### config.mk
export PLATFORM = sky130hd
export DESIGN_NAME = alu_sequencer
export DESIGN_NICKNAME = d
export VERILOG_FILES = /design/src/rtl/alu_seq_pkg.sv /design/src/rtl/alu_sequencer_alu_op_decode.sv /design/src/rtl/alu_sequencer.sv
export SDC_FILE = /design/constraint.sdc
export NUM_CORES = 1
export LEC_CHECK = 0
export ABC_AREA = 0
export ABC_CLOCK_PERIOD_IN_PS = 2500
export CAP_MARGIN = 15
export CORE_ASPECT_RATIO = 1.25
export CORE_MARGIN = 2
export CORE_UTILIZATION = 39
export CTS_CLUSTER_DIAMETER = 150
export DETAILED_ROUTE_END_ITERATION = 8
export PLACE_DENSITY = 0.82
export SYNTH_ARGS = -nofsm -noshare
export SYNTH_HDL_FRONTEND = slang
export SYNTH_SLANG_ARGS = --single-unit
### constraint.sdc
create_clock -name clock -period 2.5 [get_ports clock]
set_input_delay 0.75 -clock clock [delete_from_list [all_inputs] [get_ports clock]]
set_output_delay 0.75 -clock clock [all_outputs]
set_load 0.05 [all_outputs]
### src/rtl/alu_seq_pkg.sv
// +--------------------------------------------------------------------------+
// | alu_seq_pkg : shared types and constants for the ALU control sequencer   |
// | Rev 1.0                                                                  |
// +--------------------------------------------------------------------------+
`default_nettype none

package alu_seq_pkg;

  localparam int MEM_TIMEOUT_DEFAULT = 15;

  typedef enum logic [3:0] {
    S_IDLE = 4'd0,
    S_T0   = 4'd1,
    S_T1   = 4'd2,
    S_T2   = 4'd3,
    S_T3   = 4'd4,
    S_T4   = 4'd5,
    S_T5   = 4'd6,
    S_T6   = 4'd7,
    S_DONE = 4'd8
  } state_t;

  localparam logic [4:0] OP_ADD  = 5'b00011;
  localparam logic [4:0] OP_SUB  = 5'b00100;
  localparam logic [4:0] OP_AND  = 5'b00101;
  localparam logic [4:0] OP_OR   = 5'b00110;
  localparam logic [4:0] OP_SHR  = 5'b00111;
  localparam logic [4:0] OP_SHRA = 5'b01000;
  localparam logic [4:0] OP_SHL  = 5'b01001;
  localparam logic [4:0] OP_ROR  = 5'b01010;
  localparam logic [4:0] OP_ROL  = 5'b01011;
  localparam logic [4:0] OP_MUL  = 5'b01111;
  localparam logic [4:0] OP_DIV  = 5'b10000;
  localparam logic [4:0] OP_NEG  = 5'b10001;
  localparam logic [4:0] OP_NOT  = 5'b10010;

  localparam int ALU_ADD    = 0;
  localparam int ALU_INCPC  = 1;
  localparam int ALU_AND    = 2;
  localparam int ALU_OR     = 3;
  localparam int ALU_BRANCH = 4;
  localparam int ALU_NEGATE = 5;
  localparam int ALU_NOT    = 6;
  localparam int ALU_SUB    = 7;
  localparam int ALU_MUL    = 8;
  localparam int ALU_DIV    = 9;
  localparam int ALU_SHR    = 10;
  localparam int ALU_SHRA   = 11;
  localparam int ALU_SHL    = 12;
  localparam int ALU_ROR    = 13;
  localparam int ALU_ROL    = 14;

  localparam logic [1:0] ERR_NONE    = 2'b00;
  localparam logic [1:0] ERR_ILLEGAL = 2'b01;
  localparam logic [1:0] ERR_TIMEOUT = 2'b10;

endpackage

`default_nettype wire

### src/rtl/alu_sequencer_alu_op_decode.sv
// +--------------------------------------------------------------------------+
// | alu_op_decode : opcode to one-hot ALU select and operation class         |
// | Rev 1.0                                                                  |
// +--------------------------------------------------------------------------+
`default_nettype none

module alu_op_decode
  import alu_seq_pkg::*;
(
  input  logic [4:0]  opcode,
  output logic [14:0] alu_sel,
  output logic        is_unary,
  output logic        is_wide,
  output logic        legal
);

  always_comb begin
    alu_sel  = '0;
    is_unary = 1'b0;
    is_wide  = 1'b0;
    legal    = 1'b1;
    case (opcode)
      OP_ADD:  alu_sel[ALU_ADD]  = 1'b1;
      OP_SUB:  alu_sel[ALU_SUB]  = 1'b1;
      OP_AND:  alu_sel[ALU_AND]  = 1'b1;
      OP_OR:   alu_sel[ALU_OR]   = 1'b1;
      OP_SHR:  alu_sel[ALU_SHR]  = 1'b1;
      OP_SHRA: alu_sel[ALU_SHRA] = 1'b1;
      OP_SHL:  alu_sel[ALU_SHL]  = 1'b1;
      OP_ROR:  alu_sel[ALU_ROR]  = 1'b1;
      OP_ROL:  alu_sel[ALU_ROL]  = 1'b1;
      OP_MUL: begin
        alu_sel[ALU_MUL] = 1'b1;
        is_wide          = 1'b1;
      end
      OP_DIV: begin
        alu_sel[ALU_DIV] = 1'b1;
        is_wide          = 1'b1;
      end
      OP_NEG: begin
        alu_sel[ALU_NEGATE] = 1'b1;
        is_unary            = 1'b1;
      end
      OP_NOT: begin
        alu_sel[ALU_NOT] = 1'b1;
        is_unary         = 1'b1;
      end
      default: legal = 1'b0;
    endcase
  end

endmodule

`default_nettype wire

### src/rtl/alu_sequencer.sv
// +--------------------------------------------------------------------------+
// | alu_sequencer : multi-cycle T-state controller for R-type ALU ops        |
// | Rev 1.0                                                                  |
// +--------------------------------------------------------------------------+
`default_nettype none

module alu_sequencer
  import alu_seq_pkg::*;
#(
  parameter int MEM_TIMEOUT = MEM_TIMEOUT_DEFAULT
) (
  input  logic        clock,
  input  logic        clear,
  input  logic        start,
  input  logic        mem_ready,
  input  logic [4:0]  opcode,
  output logic        busy,
  output logic        done,
  output logic [1:0]  err_code,
  output logic        pc_out,
  output logic        mar_in,
  output logic        pc_in,
  output logic        read,
  output logic        mdr_in,
  output logic        mdr_out,
  output logic        ir_in,
  output logic        y_in,
  output logic        z_in,
  output logic        zlo_out,
  output logic        zhi_out,
  output logic        lo_in,
  output logic        hi_in,
  output logic        gra,
  output logic        grb,
  output logic        grc,
  output logic        r_in,
  output logic        r_out,
  output logic [14:0] alu_sel
);

  localparam int CNT_W = ($clog2(MEM_TIMEOUT) < 4) ? 4 : $clog2(MEM_TIMEOUT);
  localparam logic [CNT_W-1:0] CNT_LAST = CNT_W'(MEM_TIMEOUT - 1);

  state_t           r_state;
  logic [CNT_W-1:0] r_wait_cnt;
  logic [1:0]       r_err;

  logic [14:0] w_dec_sel;
  logic        w_is_unary;
  logic        w_is_wide;
  logic        w_legal;

  alu_op_decode u_decode (
    .opcode   (opcode),
    .alu_sel  (w_dec_sel),
    .is_unary (w_is_unary),
    .is_wide  (w_is_wide),
    .legal    (w_legal)
  );

  always_ff @(posedge clock) begin
    if (clear) begin
      r_state    <= S_IDLE;
      r_wait_cnt <= '0;
      r_err      <= ERR_NONE;
    end else begin
      case (r_state)
        S_IDLE: if (start) begin
          r_state <= S_T0;
          r_err   <= ERR_NONE;
        end
        S_T0: begin
          r_wait_cnt <= '0;
          r_state    <= S_T1;
        end
        S_T1: begin
          if (mem_ready) begin
            r_state <= S_T2;
          end else if (r_wait_cnt == CNT_LAST) begin
            r_state <= S_DONE;
            r_err   <= ERR_TIMEOUT;
          end else begin
            r_wait_cnt <= r_wait_cnt + 1'b1;
          end
        end
        S_T2: r_state <= S_T3;
        S_T3: begin
          if (w_legal) begin
            r_state <= S_T4;
          end else begin
            r_state <= S_DONE;
            r_err   <= ERR_ILLEGAL;
          end
        end
        S_T4: r_state <= S_T5;
        S_T5: r_state <= w_is_wide ? S_T6 : S_DONE;
        S_T6: r_state <= S_DONE;
        S_DONE: r_state <= S_IDLE;
        default: r_state <= S_IDLE;
      endcase
    end
  end

  // Strobes decode from the state register; the opcode only becomes valid
  // once IR is loaded, so T3-T6 strobes cannot be precomputed a cycle early.
  always_comb begin
    busy     = (r_state != S_IDLE);
    done     = (r_state == S_DONE);
    err_code = (r_state == S_DONE) ? r_err : ERR_NONE;
    pc_out   = 1'b0;
    mar_in   = 1'b0;
    pc_in    = 1'b0;
    read     = 1'b0;
    mdr_in   = 1'b0;
    mdr_out  = 1'b0;
    ir_in    = 1'b0;
    y_in     = 1'b0;
    z_in     = 1'b0;
    zlo_out  = 1'b0;
    zhi_out  = 1'b0;
    lo_in    = 1'b0;
    hi_in    = 1'b0;
    gra      = 1'b0;
    grb      = 1'b0;
    grc      = 1'b0;
    r_in     = 1'b0;
    r_out    = 1'b0;
    alu_sel  = '0;
    case (r_state)
      S_T0: begin
        pc_out             = 1'b1;
        mar_in             = 1'b1;
        z_in               = 1'b1;
        alu_sel[ALU_INCPC] = 1'b1;
      end
      S_T1: begin
        zlo_out = 1'b1;
        pc_in   = 1'b1;
        read    = 1'b1;
        mdr_in  = 1'b1;
      end
      S_T2: begin
        mdr_out = 1'b1;
        ir_in   = 1'b1;
      end
      S_T3: if (w_legal) begin
        grb   = 1'b1;
        r_out = 1'b1;
        y_in  = 1'b1;
      end
      S_T4: begin
        alu_sel = w_dec_sel;
        z_in    = 1'b1;
        grc     = !w_is_unary;
        r_out   = !w_is_unary;
      end
      S_T5: begin
        zlo_out = 1'b1;
        lo_in   = w_is_wide;
        gra     = !w_is_wide;
        r_in    = !w_is_wide;
      end
      S_T6: begin
        zhi_out = 1'b1;
        hi_in   = 1'b1;
      end
      default: ;
    endcase
  end

endmodule

`default_nettype wire

======== Word level (Yosys, flattened, before mapping) ========
Index checks and enable logic that the tools add are counted.
word-level totals
  word-level logic and storage cells ...... 91
  memory bits (writable) .................. 0
  input port bits ......................... 9
  bits in latches ......................... 0
  memories ................................ 0
  ROM bits ................................ 0
  register bits ........................... 10
  output and inout bits ................... 37
cells by class
  $add $sub $neg .......................... 1
  shift-type cells ........................ 0
  equal/unequal tests ..................... 28
  bitwise logic cells ..................... 0
  multipliers ............................. 0
  multiplexer cells ....................... 45
  $lt $le $gt $ge ......................... 0
  div/mod/pow operators ................... 0
  reductions and logical operators ........ 14
operator list
  cell                 count
  $pmux 4 s8           1
  $mux 1               28
  $mux 4               7
  $eq 5x4->1 const B   5
  $eq 5x3->1 const B   4
  $eq 4x3->1 const B   4
  $eq 5x5->1 const B   3
  $mux 13              1
  $reduce_or 13->1     1
  $mux 2               5
  $ne 2x2->1 const B   5
  $eq 4x2->1 const B   2
  $eq 4x4->1 const B   2
  $pmux 4 s2           1
  $reduce_or 2->1      4
  $pmux 2 s3           1
  $eq 5x2->1 const B   1
  $reduce_and 5->1     1
  $add 4x1->4 const B  1
  $eq 4x1->1 const B   1
  $logic_not 4->1      1
  $reduce_bool 4->1    1
  $ne 3x3->1 const B   1
  $reduce_and 3->1     1
  5 further kinds      6

======== Logic depth before layout (Yosys ltp) ========
  depth in word-level cells ............... 5
  gate-level depth with buffers ........... 7
  gate-level depth less buffers ........... 7

======== Modules after synthesis ========
Synthesis repeated with hierarchy kept, for this count alone.
unflattened totals
  cells, all modules ...................... 143
  area total of the unflattened synthesis .. 1,078.5 um^2
modules (own cells, without submodules)
  module         area an instance (um^2)  sequential area each (um^2)  cells an instance  instances
  alu_sequencer  858.3                    200.2                        109                1
  alu_op_decode  220.2                    0.0                          34                 1

======== Worst setup path before layout ========
No wires, ideal clock.
  kind .................................... register to output
  start ................................... reg r_state[3]
  end ..................................... out r_in
  stages on the path, launching flop included .. 7
  data required time ...................... 1,750 ps
  path slack .............................. -852 ps
  path buffers ............................ 2
  arrival time ............................ 2,602 ps
  path through ............................ dfxtp_1 -> clkbuf_1 -> or2b_1 -> nor2_1 -> nand2_1 -> nor2_1 -> buf_4
between the ends
  cells in the longest elaborated chain, start to end .. 2
RTL lines
  element                 RTL line             RTL
  from (decl)             alu_sequencer.sv:44  state_t r_state;
  from (signal assigned)  alu_sequencer.sv:96  S_T5: r_state <= w_is_wide ? S_T6 : S_DONE;
  $eq 4x3->1              --
  $mux 1                  --
  to (decl)               alu_sequencer.sv:36  output logic r_in,
Every way passes these cells.

======== Final worst setup path ========
  start ................................... in opcode[4]
  end ..................................... out lo_in
between the ends
  cells in the longest elaborated chain, start to end .. 4
  elaborated cells between the ends (all ways) .. 5
  classes of those cells .................. eq/ne: 2; mux: 2; reduce/logical: 1
RTL lines
  element                                   RTL line                           RTL
  from (decl)                               alu_sequencer.sv:16                input logic [4:0] opcode,
  $eq 5x5->1 or $eq 5x4->1 (tied branches)  alu_sequencer_alu_op_decode.sv:22  case (opcode)
  $reduce_or 2->1 (no line) (*)             --
  $mux 1 (*)                                alu_sequencer_alu_op_decode.sv:22
  $mux 1 (*)                                alu_sequencer.sv:129               case (r_state)
  to (decl)                                 alu_sequencer.sv:31                output logic lo_in,
Mark *: on every way between the ends. The rest lies on a longest branch, timed or not.

==> summary.md <==
| Metric | Value |
|---|---|
| WL per Instance | `24.7 um` |
| Number of vias in the routed layout | `1384` |
| Reg power frac | `0.151` |
| Synthesis-stage register bit count | `10` |
| Critical path endpoint category | `output port` |
| Worst setup slack after layout | `-0.203 ns` |
| Power density of the placed cells | `753 nW/um^2` |
| Post-place instance area | `1890 sq um` |
| Xor/xnor share of the synthesized area | `0.0294` |
| Placer's final routability congestion estimate | `0.857` |
| Number of enable flip-flop cells after synthesis | `0` |
| Starting density of the core | `0.408` |
| Commonest cells after routing, fill and taps aside | `sky130_fd_sc_hd__buf_12, sky130_fd_sc_hd__buf_4, sky130_fd_sc_hd__nor2_1, sky130_fd_sc_hd__nor2_4, sky130_fd_sc_hd__buf_6` |
| Post-route minimum period | `2.70 ns` |
| Most common cell after layout, fill and taps aside | `sky130_fd_sc_hd__buf_12` |
| Combinational Power Share | `0.751` |
| Area fraction in compound gates after synthesis | `0.168` |
| Post-route clock period utilization | `1.08` |
| Nets | `204` |
| CTS tree | `done` |
| Initial DRC count | `92` |
| Setup Slack @ Placement | `-0.639 ns` |
| Via-to-Cell Ratio | `6.21` |
| Boundary pin count | `46` |
| Initial antenna violation count | `0` |
| Final non-filler cell area | `2110 sq um` |
| CTS Hold Buffers Added | `0` |
| Peak supply drop | `0.985 mV` |
| Number of clock sinks seen by CTS | `10` |
| Final setup violating endpoints | `19` |
| Fillers | `45` |
| Crit path arrival time | `1.95 ns` |
| Clock buffer count from CTS | `3` |
| Endpoint of the worst-slack reg-to-reg timing path | `r_state[2]` |
| Net switching power figure | `0.811 mW` |
| Worst min path class | `reg -> reg` |
| Maximum number of pins on one net before global-route repair | `10` |
| Clock network fraction of total power | `0.098` |
| Hold Crit Depth | `2` |
| Final Hold Viols | `0` |
| Post-Synth Simple-Gate Area | `0.392` |
| Max-Slew Margin vs Limit | `0.585` |
| Post-route DRC violation count | `0` |
| Post-synth design cell area | `893 sq um` |
| Cell chosen for the clock root | `sky130_fd_sc_hd__clkbuf_4` |
| Run status | `finished, violations left` |
| Post-Synth Adder-Cell Area | `0.0280` |
| Die span in x | `46.8 um` |
| Static power due to leakage | `0.832 nW` |
| Area inside the core boundary | `2190 sq um` |
| Remaining antenna violation count after routing | `0` |
| Die Ht | `57.5 um` |
| Final worst hold slack | `0.611 ns` |
| Cell-internal power | `0.782 mW` |
| Max-slew violation count | `0` |
| Critical path data required time | `1.75 ns` |
| Kind of critical path | `in -> out` |
| Gate count of the mapped netlist | `126` |
| Async SR Flop Fraction | `0` |
| Via count of the first global-routing pass | `1417` |
| Main combinational cell family by area after synthesis | `simple AND/OR/NAND/NOR gates` |
| Total wire length | `5.50 mm` |
| Gr ovfl total | `0` |
| Buffer levels on the longest clock path | `2` |
| Hold_sp | `r_wait_cnt[1]` |
| Count of input and output buffers | `44` |
| Terminating pin of the worst hold path | `r_wait_cnt[1]` |
| Insertion delay to the later sink of the worst-skew pair | `0.28 ns` |
| Unrepaired setup endpoints after global routing | `true` |
| Synth cell types | `40` |
| DR pass1 iterations | `5` |
| H-tree depth | `1` |
| Register-to-register setup slack | `0.36 ns` |
| Critical Path Source Type | `primary input` |
| Net count of the mapped netlist | `137` |
| Highest clock rate | `370 MHz` |
| Mapped Avg Cell Area | `7.09 sq um` |
| Violations in the final reports | `setup timing` |
| Tightest Pin Transition | `0.614 ns` |
| Power, Total | `1.59 mW` |
| Fin Setup TNS | `-2.05 ns` |
| HPWL after detailed placement | `2.82 mm` |
| Multiplexer share of the synthesized area | `0.0224` |
| Floorplan die area | `2690 sq um` |
| Worst reg-to-reg path cell count | `8` |
| Share of layout cells above drive strength 1 | `0.625` |
| Core Rows | `19` |
| Post-CTS clock slew at the launch and capture registers of the worst setup and hold paths | `0.08 ns` |
| Part of the Yosys area used for sequential elements | `0.224` |
| Max Fanout on Critical Path | `2` |
| Clk_skew | `0.00367 ns` |
| Ant. Diodes | `0` |
| Global-route wire length before repair | `8.10 mm` |
| Global-route usage over all layers | `0.426` |
| Net switching share of the total power | `0.509` |
| Total number of yosys warnings | `0` |
| Launch point of the worst reg-to-reg path | `r_state[1]` |
| Post-synth top flop | `sky130_fd_sc_hd__dfxtp_1` |
| Layout-stage area growth over the synthesis result | `137%` |
| Number of max-cap violations | `0` |
cells by family after synthesis:
logic type	after synthesis
mux	2
simple gates	67
xor+xnor	3
other cells	1
flops	10
fa+ha+maj	2
compound gates	21
buf+inv	20
per-stage QoR:
step	util	instances
global placement	0.864	209
finish	0.967	223
floorplan	-	126
CTS	0.954	220
global route	0.967	223
detailed placement	0.864	209
timing repair:
action                     4_1_cts  5_1_grt
gates resized for setup         52        7
pin swaps                        8        4
setup endpoints to repair       23       24
buffers inserted                 7        3
worst max-delay path by stage:
stage | slack, ns | startpoint | end
floorplan | -0.38 | opcode[2] | alu_sel[5]
global placement | -0.56 | opcode[3] | alu_sel[6]
detailed placement | -0.64 | opcode[3] | alu_sel[5]
CTS | -0.15 | opcode[3] | lo_in
global route | -0.21 | opcode[4] | lo_in
finish | -0.20 | opcode[4] | lo_in
synth_stat cells, drive strengths merged (3+ instances only):
library cell	instances	area, sq um
nor2	27	101
buf	11	83.8
dfxtp	10	200
a21oi	8	40.0
nand2	7	26.3
inv	6	22.5
nand2b	6	37.5
nor3	6	30.0
and2	3	18.8
clkbuf	3	11.3
o21ai	3	15.0
or2	3	18.8
layer usage:
metal,GRT usage,part of all wire,up-vias
li1,-,-,561
met1,0.453,0.32,630
met3,0.111,0.096,48
met4,0.206,0.080,0
met2,0.740,0.50,145
met5,0,0,-
power by group through the flow:
stage          combinational [mW]  sequential, mW  clock, mW
2_1_floorplan               0.647           0.203          0
3_3_place_gp                 1.04           0.220          0
3_5_place_dp                 1.07           0.228          0
4_1_cts                      1.12           0.231      0.145
5_1_grt                      1.23           0.241      0.159
6_report                     1.20           0.240      0.156
worst max-delay path, stage by stage:
cell and delay, ns:
sky130_fd_sc_hd__buf_2 0.11, sky130_fd_sc_hd__or3b_4 0.41, sky130_fd_sc_hd__buf_6 0.14, sky130_fd_sc_hd__o32ai_4 0.14
sky130_fd_sc_hd__nand3_2 0.16, sky130_fd_sc_hd__clkinvlp_4 0.11, sky130_fd_sc_hd__buf_12 0.13
area by class of cell:
| type | instances | area, sq um | share of cell area |
|---|---|---|---|
| well taps | 31 | 38.8 | 0.0183 |
| clock buffers | 4 | 36.3 | 0.0172 |
| multi-input cells | 96 | 779 | 0.369 |
| repair buffers | 76 | 1020 | 0.481 |
| flip-flops and latches | 10 | 210 | 0.0994 |
| inverters | 6 | 32.5 | 0.0154 |
flip-flops by register name, indices dropped and copies added (netlist names):
register    cells
r_state         4
r_wait_cnt      4
r_err           2
Note: power is estimated with default switching activity, not from simulation.
